==> src/rtl/mipi_csi_tx.sv <==
// Two-lane CSI-2 byte-level packet transmitter. Sends FS/FE short packets
// and long packets (prepare, sync, header + ECC, payload, CRC-16, trail)
// one byte per lane per clock, for receiver loopback and bring-up.
//
// state | meaning
// IDLE  | waiting for a command, cmd_ready high
// PREP  | HS-zero on both lanes
// SYNC  | sync byte 0xB8 on both lanes
// HDR0  | DI on lane0, WC[7:0] on lane1
// HDR1  | WC[15:8] on lane0, ECC on lane1
// PAY   | payload word per cycle, pix_ready high
// CRC   | CRC-16 low byte on lane0, high byte on lane1
// TRAIL | inverted last bit of each lane, repeated
// GAP   | LP gap, hs_en low
module mipi_csi_tx #(
    parameter logic [1:0] VC           = 2'd0,
    parameter int         PREP_CYCLES  = 4,
    parameter int         TRAIL_CYCLES = 4,
    parameter int         GAP_CYCLES   = 8
) (
    input  logic        sys_clk,
    input  logic        reset,
    input  logic        cmd_valid,
    output logic        cmd_ready,
    input  logic [1:0]  cmd_type,
    input  logic [5:0]  cmd_dt,
    input  logic [15:0] cmd_wc,
    input  logic [15:0] pix_data,
    input  logic        pix_valid,
    output logic        pix_ready,
    output logic [7:0]  lane0_byte,
    output logic [7:0]  lane1_byte,
    output logic        hs_en,
    output logic        busy,
    output logic [15:0] frame_num,
    output logic        err_underflow
);

    typedef enum logic [3:0] {
        IDLE, PREP, SYNC, HDR0, HDR1, PAY, CRC, TRAIL, GAP
    } state_t;

    // Parity-bit coverage of the 24-bit header {WC hi, WC lo, DI}
    localparam logic [23:0] P0_MASK = 24'hF12CB7;
    localparam logic [23:0] P1_MASK = 24'hF2555B;
    localparam logic [23:0] P2_MASK = 24'h749A6D;
    localparam logic [23:0] P3_MASK = 24'hB8E38E;
    localparam logic [23:0] P4_MASK = 24'hDF03F0;
    localparam logic [23:0] P5_MASK = 24'hEFFC00;

    state_t      state;
    logic [14:0] cnt;
    logic [1:0]  typ_q;
    logic [5:0]  dt_q;
    logic [15:0] wc_q;
    logic [15:0] crc_q;
    logic [7:0]  lane0_q;
    logic [7:0]  lane1_q;

    logic        long_pkt;
    logic [7:0]  di;
    logic [15:0] wc_field;
    logic [23:0] hdr;
    logic [7:0]  ecc;
    logic [7:0]  pay0;
    logic [7:0]  pay1;
    logic [15:0] crc_pay;

    function automatic logic [15:0] crc_byte(input logic [15:0] c, input logic [7:0] d);
        logic [15:0] r;
        r = c;
        for (int i = 0; i < 8; i++) begin
            if (r[0] ^ d[i]) r = (r >> 1) ^ 16'h8408;
            else             r = r >> 1;
        end
        return r;
    endfunction

    assign long_pkt = (typ_q == 2'd2);
    assign di       = long_pkt ? {VC, dt_q} : {VC, 5'd0, typ_q[0]};
    assign wc_field = long_pkt ? wc_q : frame_num;
    assign hdr      = {wc_field, di};
    assign ecc      = {2'b00, ^(hdr & P5_MASK), ^(hdr & P4_MASK), ^(hdr & P3_MASK),
                       ^(hdr & P2_MASK), ^(hdr & P1_MASK), ^(hdr & P0_MASK)};

    // A missing payload word is sent (and checksummed) as zeros so HS never stalls
    assign pay0    = pix_valid ? pix_data[7:0]  : 8'h00;
    assign pay1    = pix_valid ? pix_data[15:8] : 8'h00;
    assign crc_pay = crc_byte(crc_byte(crc_q, pay0), pay1);

    // Payload bytes pass straight through so the word accepted by pix_ready is the one on the lanes
    assign lane0_byte = (state == PAY) ? pay0 : lane0_q;
    assign lane1_byte = (state == PAY) ? pay1 : lane1_q;

    // Packet sequencer: state, timers and registered lane/handshake outputs
    always_ff @(posedge sys_clk) begin
        if (reset) begin
            state         <= IDLE;
            cnt           <= '0;
            typ_q         <= '0;
            dt_q          <= '0;
            wc_q          <= '0;
            crc_q         <= 16'hFFFF;
            lane0_q       <= 8'h00;
            lane1_q       <= 8'h00;
            hs_en         <= 1'b0;
            busy          <= 1'b0;
            cmd_ready     <= 1'b1;
            pix_ready     <= 1'b0;
            frame_num     <= 16'd1;
            err_underflow <= 1'b0;
        end else begin
            case (state)
                IDLE: begin
                    // Reserved type is accepted but produces nothing
                    if (cmd_valid && cmd_type != 2'd3) begin
                        typ_q     <= cmd_type;
                        dt_q      <= cmd_dt;
                        wc_q      <= cmd_wc & 16'hFFFE;
                        state     <= PREP;
                        cnt       <= 15'(PREP_CYCLES - 1);
                        hs_en     <= 1'b1;
                        busy      <= 1'b1;
                        cmd_ready <= 1'b0;
                        lane0_q   <= 8'h00;
                        lane1_q   <= 8'h00;
                    end
                end
                PREP: begin
                    if (cnt == '0) begin
                        state   <= SYNC;
                        lane0_q <= 8'hB8;
                        lane1_q <= 8'hB8;
                    end else begin
                        cnt <= cnt - 15'd1;
                    end
                end
                SYNC: begin
                    state   <= HDR0;
                    lane0_q <= di;
                    lane1_q <= wc_field[7:0];
                end
                HDR0: begin
                    state   <= HDR1;
                    lane0_q <= wc_field[15:8];
                    lane1_q <= ecc;
                    crc_q   <= 16'hFFFF;
                end
                HDR1: begin
                    if (typ_q == 2'd1)
                        frame_num <= (frame_num == 16'hFFFF) ? 16'd1 : frame_num + 16'd1;
                    if (long_pkt && wc_q[15:1] != '0) begin
                        state     <= PAY;
                        cnt       <= wc_q[15:1] - 15'd1;
                        pix_ready <= 1'b1;
                    end else if (long_pkt) begin
                        state   <= CRC;
                        lane0_q <= crc_q[7:0];
                        lane1_q <= crc_q[15:8];
                    end else begin
                        state   <= TRAIL;
                        cnt     <= 15'(TRAIL_CYCLES - 1);
                        lane0_q <= {8{~lane0_q[7]}};
                        lane1_q <= {8{~lane1_q[7]}};
                    end
                end
                PAY: begin
                    crc_q <= crc_pay;
                    if (!pix_valid) err_underflow <= 1'b1;
                    if (cnt == '0) begin
                        state     <= CRC;
                        pix_ready <= 1'b0;
                        lane0_q   <= crc_pay[7:0];
                        lane1_q   <= crc_pay[15:8];
                    end else begin
                        cnt <= cnt - 15'd1;
                    end
                end
                CRC: begin
                    state   <= TRAIL;
                    cnt     <= 15'(TRAIL_CYCLES - 1);
                    lane0_q <= {8{~lane0_q[7]}};
                    lane1_q <= {8{~lane1_q[7]}};
                end
                TRAIL: begin
                    if (cnt == '0) begin
                        state   <= GAP;
                        cnt     <= 15'(GAP_CYCLES - 1);
                        hs_en   <= 1'b0;
                        lane0_q <= 8'h00;
                        lane1_q <= 8'h00;
                    end else begin
                        cnt <= cnt - 15'd1;
                    end
                end
                GAP: begin
                    if (cnt == '0) begin
                        state     <= IDLE;
                        busy      <= 1'b0;
                        cmd_ready <= 1'b1;
                    end else begin
                        cnt <= cnt - 15'd1;
                    end
                end
                default: state <= IDLE;
            endcase
        end
    end

endmodule

==> config.mk <==
export PLATFORM = sky130hd
export DESIGN_NAME = mipi_csi_tx
export DESIGN_NICKNAME = d
export VERILOG_FILES = /design/src/rtl/mipi_csi_tx.sv
export SDC_FILE = /design/constraint.sdc
export NUM_CORES = 1
export LEC_CHECK = 0
export ABC_AREA = 1
export BUFFER_PORTS_ARGS = -buffer_cell sky130_fd_sc_hd__buf_2
export CORE_AREA = 2 2 130 132
export CTS_CLUSTER_SIZE = 30
export DETAILED_ROUTE_END_ITERATION = 10
export DIE_AREA = 0 0 132 134
export GPL_TIMING_DRIVEN = 0
export PLACE_DENSITY = 0.7
export SYNTH_ARGS = -nofsm -noshare
export SYNTH_HDL_FRONTEND = slang
export SYNTH_SLANG_ARGS = --single-unit
export TNS_END_PERCENT = 5
==> constraint.sdc <==
create_clock -name sys_clk -period 1.93 [get_ports sys_clk]
set_clock_uncertainty 0.05 [all_clocks]
set_input_delay 0.386 -clock sys_clk [delete_from_list [all_inputs] [get_ports sys_clk]]
set_output_delay 0.386 -clock sys_clk [all_outputs]
set_load 0.05 [all_outputs]
Yosys cells after proc, flatten, opt, wreduce, memory -nomap -nowiden
Cells that the tools add are included.
{ "classes": {"n_mux": 58, "n_eq_ne": 21, "bitwise": 35, "n_addsub": 3, "n_reduce_logical": 27} }
{ "ops": {"columns": ["cell", "n"], "rows": [
  ["16-bit 2-to-1 mux", 18],
  ["24-bit parity", 6],
  ["8-bit case mux with 8 select lines", 2],
  ["8-bit 2-to-1 mux", 13],
  ["15-bit 2-to-1 mux", 5],
  ["15-bit case mux with 5 select lines", 1],
  ["2-bit NOT with 3-bit output", 16],
  ["4-bit case mux with 9 select lines", 1],
  ["16-bit case mux with 2 select lines", 1],
  ["15-bit by 1-bit subtractor with 15-bit output, second input constant", 2],
  ["4-bit 2-to-1 mux", 5],
  ["16-bit by 1-bit adder with 16-bit output, second input constant", 1],
  ["16-bit equality test, second input constant", 1],
  ["4-bit by 3-bit equality test with 1-bit output, second input constant", 4],
  ["2-bit inequality test, second input constant", 8],
  ["1-bit bitwise XOR", 16],
  ["15-bit zero test", 1],
  ["15-bit nonzero test", 1],
  ["3-bit AND reduction", 3],
  ["4-bit by 2-bit equality test with 1-bit output, second input constant", 2],
  ["1-bit case mux with 2 select lines", 4],
  ["2-bit nonzero test", 4],
  ["8-bit nonzero test", 1],
  ["1-bit 2-to-1 mux", 6],
  ["17 further kinds", 22]
]} }
{ "totals": {"word_cells": 158, "ff_bits": 95, "input_bits": 44, "out_inout_bits": 37} }

Logic depth before layout (Yosys ltp)
{ "logic_depth": {"depth_word": 35, "mapped_depth": 19, "ltp_nobuf": 17} }

Worst setup path before layout
Ideal clock, no wire load.
{ "synth_path": {"path_kind": "reg-to-output", "from": "reg state[0]", "to": "out lane0_byte[0]", "slack_ps": -737, "t_arrival_ps": 2231, "t_required_ps": 1494, "path_stages_with_launch": 8, "n_path_buf": 1, "path_cell_list": "dfxtp_1 > inv_2 > nor2_1 > inv_1 > nor2_1 > inv_2 > clkbuf_1 > o21ai_0"} }
{ "synth_between": {"elab_chain_len": 2} }
{ "synth_lines": {"columns": ["element", "line", "source"], "rows": [
  ["start, declared", "51", "state_t state;"],
  ["start signal, assigned", "98", "state <= IDLE;"],
  ["start signal, assigned", "120", "state <= PREP;"],
  ["start signal, assigned", "131", "state <= SYNC;"],
  ["4-bit by 3-bit equality test with 1-bit output", "92", "assign lane0_byte = (state == PAY) ? pay0 : lane0_q;"],
  ["8-bit 2-to-1 mux", "92", null],
  ["end, declared", "31", "output logic [7:0] lane0_byte,"]
]} }
Every way passes these cells.

Worst setup path after layout
{ "layout_path": {"from": "reg state[0]", "to": "out lane0_byte[3]"} }
The elaborated chain is that of the path after synthesis.

==> impl_metrics.json <==
{
  "dr.pass1.iters": 6,
  "internal-power_w": 0.00590,
  "drive_gt1_frac": 0.299,
  "worst_slew_pin_slew_ns": 0.806,
  "min_path_type": "in -> reg",
  "cp_max_fo": 5,
  "clk-insertion-delay-late_ns": 0.37,
  "clk_path_buf_depth": 2,
  "switchingPower_w": 0.00554,
  "grt.total_usage": 0.291,
  "cts_max_level": 3,
  "drc": 0,
  "yosys_warnings": 0,
  "clkTransAtPathRegs_ns": 0.07,
  "wl_per_cell_um": 16.6,
  "ir_drop_v": 0.000658,
  "swShare": 0.484,
  "critPathKind": "reg -> out",
  "worstSetupStartpointType": "flip-flop",
  "ys.flop_type": "dfxtp_1",
  "synth_edf_count": 0,
  "numCtsBuffers": 9,
  "cp.arrival_ns": 1.72,
  "drt_iter0_drc": 675,
  "routed_wl_um": 26800,
  "synth_top_area_cell": "dfxtp_1",
  "setup_violations": 53,
  "grt_pass1_vias": 7747,
  "status": "complete, but fails checks",
  "rows": 47,
  "area_growth_syn_to_layout_pct": 35.5,
  "die_area_um2": 17700,
  "coreArea_um2": 16300,
  "globalRouteOverflowTotal": 0,
  "pwr-share-clk": 0.170,
  "synth_nets": 1298,
  "num_antenna_cells": 0,
  "period_share": 1.12,
  "ys_top_cells_by_area": "dfxtp_1 26%, nand2_1 26%, nand3_1 7.6%",
  "max_cap_viol_count": 0,
  "end_kind": "output pin",
  "fin_setup_tns_ns": -5.61,
  "nNetsFinal": 1433,
  "io_pins": 81,
  "rsz0062_at_grt": "yes",
  "die_h_um": 134,
  "vias": 8874,
  "grt_pass1_wl_um": 40800,
  "yosysTopAreaCellShare": 0.264,
  "finalMaxSlewViolations": 0,
  "fmax_mhz": 463,
  "slew_headroom": 0.463,
  "fill_cells": 1575,
  "ant_nets": 0,
  "fin_ws_ns": -0.231,
  "pre_cts_ws_ns": -0.605,
  "async_flop_share": 0,
  "dp.cells": 1548,
  "syn_area_um2": 7200,
  "final_hold_viol_count": 0,
  "antenna_found_initial": 0,
  "yosysSeqAreaShare": 0.264,
  "required_ns": 1.49,
  "die_x_um": 132,
  "cts_tree": "built",
  "syn_inst": 1250,
  "ys_ff_latch": 95,
  "pwr-share-comb": 0.596,
  "port_buffers": 78,
  "min_period_ns": 2.16,
  "cts_sinks": 95,
  "place.gp.congestion": 0.972,
  "grt_max_degree": 16,
  "avgViaCountPerCell": 5.51,
  "initial_core_util": 0.442,
  "dp_hpwl_um": 19700,
  "ys_types": 48,
  "clockRootBuffer": "clkbuf_16",
  "instances_no_fill": 1610,
  "avgSynthCellArea_um2": 5.76,
  "p_leak_nw": 4.68,
  "power_frac_seq": 0.234,
  "violations": "setup timing",
  "power_density_nw_per_um2": 1170
}
[layer usage]
metal	up-vias	share of wire	global-route usage
met5	-	0	0
met4	0	0.060	0.171
met3	93	0.067	0.0317
met2	409	0.45	0.472
met1	4047	0.43	0.376
li1	4325	-	-
[synth_stat cells, types with 2 or more instances]
cell	n
nand2_1	500
inv_1	128
nand3_1	110
dfxtp_1	95
a21oi_1	85
o21ai_0	77
nor2_1	66
xor2_1	31
clkbuf_1	21
o211ai_1	15
o22ai_1	11
nor3_1	10
a211oi_1	9
buf_2	7
buf_4	7
inv_2	7
o21ai_1	7
nand4_1	6
nand2_2	5
nor2_2	5
o2111ai_1	5
ha_1	4
xnor2_1	4
buf_6	3
nand3_2	3
nand3b_1	3
nor2_4	2
nor4_1	2
o21ai_2	2
or2_2	2
[worst max-delay path, stage by stage (launching register included)]
cell       delay, ns
dfxtp_2         0.35
inv_4           0.05
nor2_4          0.11
inv_2           0.06
nor2_4          0.18
inv_6           0.09
clkbuf_16       0.18
o21ai_4         0.16
buf_6           0.17
[layout make-up]
cell class | count | area, µm² | share of cell area
clock inverters | 4 | 51.3 | 0.00526
clock buffers | 12 | 267 | 0.0273
well taps | 220 | 275 | 0.0282
inverters | 137 | 532 | 0.0545
flip-flops and latches | 95 | 1940 | 0.199
multi-input cells | 979 | 5450 | 0.559
plain buffers | 39 | 333 | 0.0341
repair inverters | 1 | 3.75 | 0.000385
repair buffers | 123 | 901 | 0.0924
[placed cells by master, fill, tap and decap left out, types with 12 or more instances in the layout]
cell type | synthesis | final
nand2_1 | 500 | 387
inv_1 | 128 | 115
nand3_1 | 110 | 98
nand2_2 | 5 | 97
a21oi_1 | 85 | 82
dfxtp_1 | 95 | 71
buf_2 | 7 | 66
nor2_1 | 66 | 50
o21ai_0 | 77 | 49
buf_4 | 7 | 40
buf_6 | 3 | 30
xor2_1 | 31 | 30
dfxtp_2 | 0 | 22
nand2_4 | 0 | 21
inv_2 | 7 | 18
o21ai_4 | 0 | 18
o211ai_1 | 15 | 15
clkbuf_16 | 0 | 14
nor2_4 | 2 | 12
nand3_2 | 3 | 12
[flip-flops by register name (all words and copies together), names as in the netlist]
register	count
busy	1
cmd_ready	1
cnt	15
crc_q	16
dt_q	6
err_underflow	1
frame_num	16
hs_en	1
lane0_q	8
lane1_q	8
pix_ready	1
state	4
typ_q	2
wc_q	15
[worst paths after layout]
kind                   start            end  slack [ns]  cells past startpoint
setup / recovery    state[0]  lane0_byte[3]       -0.23                      8
hold / removal    cmd_wc[10]       wc_q[10]        0.19                      3
setup reg to reg    typ_q[1]     lane1_q[0]       -0.22                     18
hold reg to reg    pix_ready      pix_ready        0.41                      2
[power by group through the flow]
| stage | registers [W] | logic (W) | clock network (W) |
|---|---|---|---|
| final | 0.00268 | 0.00682 | 0.00195 |
| after global routing | 0.00271 | 0.00742 | 0.00204 |
| after CTS | 0.00263 | 0.00611 | 0.00196 |
| after detailed placement | 0.00264 | 0.00541 | 0 |
| after global placement | 0.00264 | 0.00537 | 0 |
| after floorplan | 0.00260 | 0.00413 | 0 |
[kinds of logic (layout without fill, tap and decap cells)]
family	Yosys count	count (layout)	share of synthesized area
buf+inv	176	316	0.100
flops	95	95	0.264
simple gates	721	721	0.417
compound gates	219	219	0.169
xor+xnor	35	35	0.0426
fa+ha+maj	4	4	0.00695
[timing repair]
action	4_1_cts	5_1_grt
gates resized for setup	163	158
hold buffers	0	0
pin swaps	15	58
buffers inserted	16	25
endpoints found under the setup margin	98	93
gates cloned	3	2
[metrics by stage]
stage	hold slack, ns	power, W	instance area [µm²]	util
3_3_place_gp	0.399	0.00800	8080	0.496
5_1_grt	0.196	0.0122	9750	0.599
6_report	0.190	0.0114	9750	0.599
2_1_floorplan	0.394	0.00672	7410	-
3_5_place_dp	0.407	0.00806	8080	0.496
4_1_cts	0.190	0.0107	9050	0.556
No activity file was read; power rests on OpenSTA's default activity.
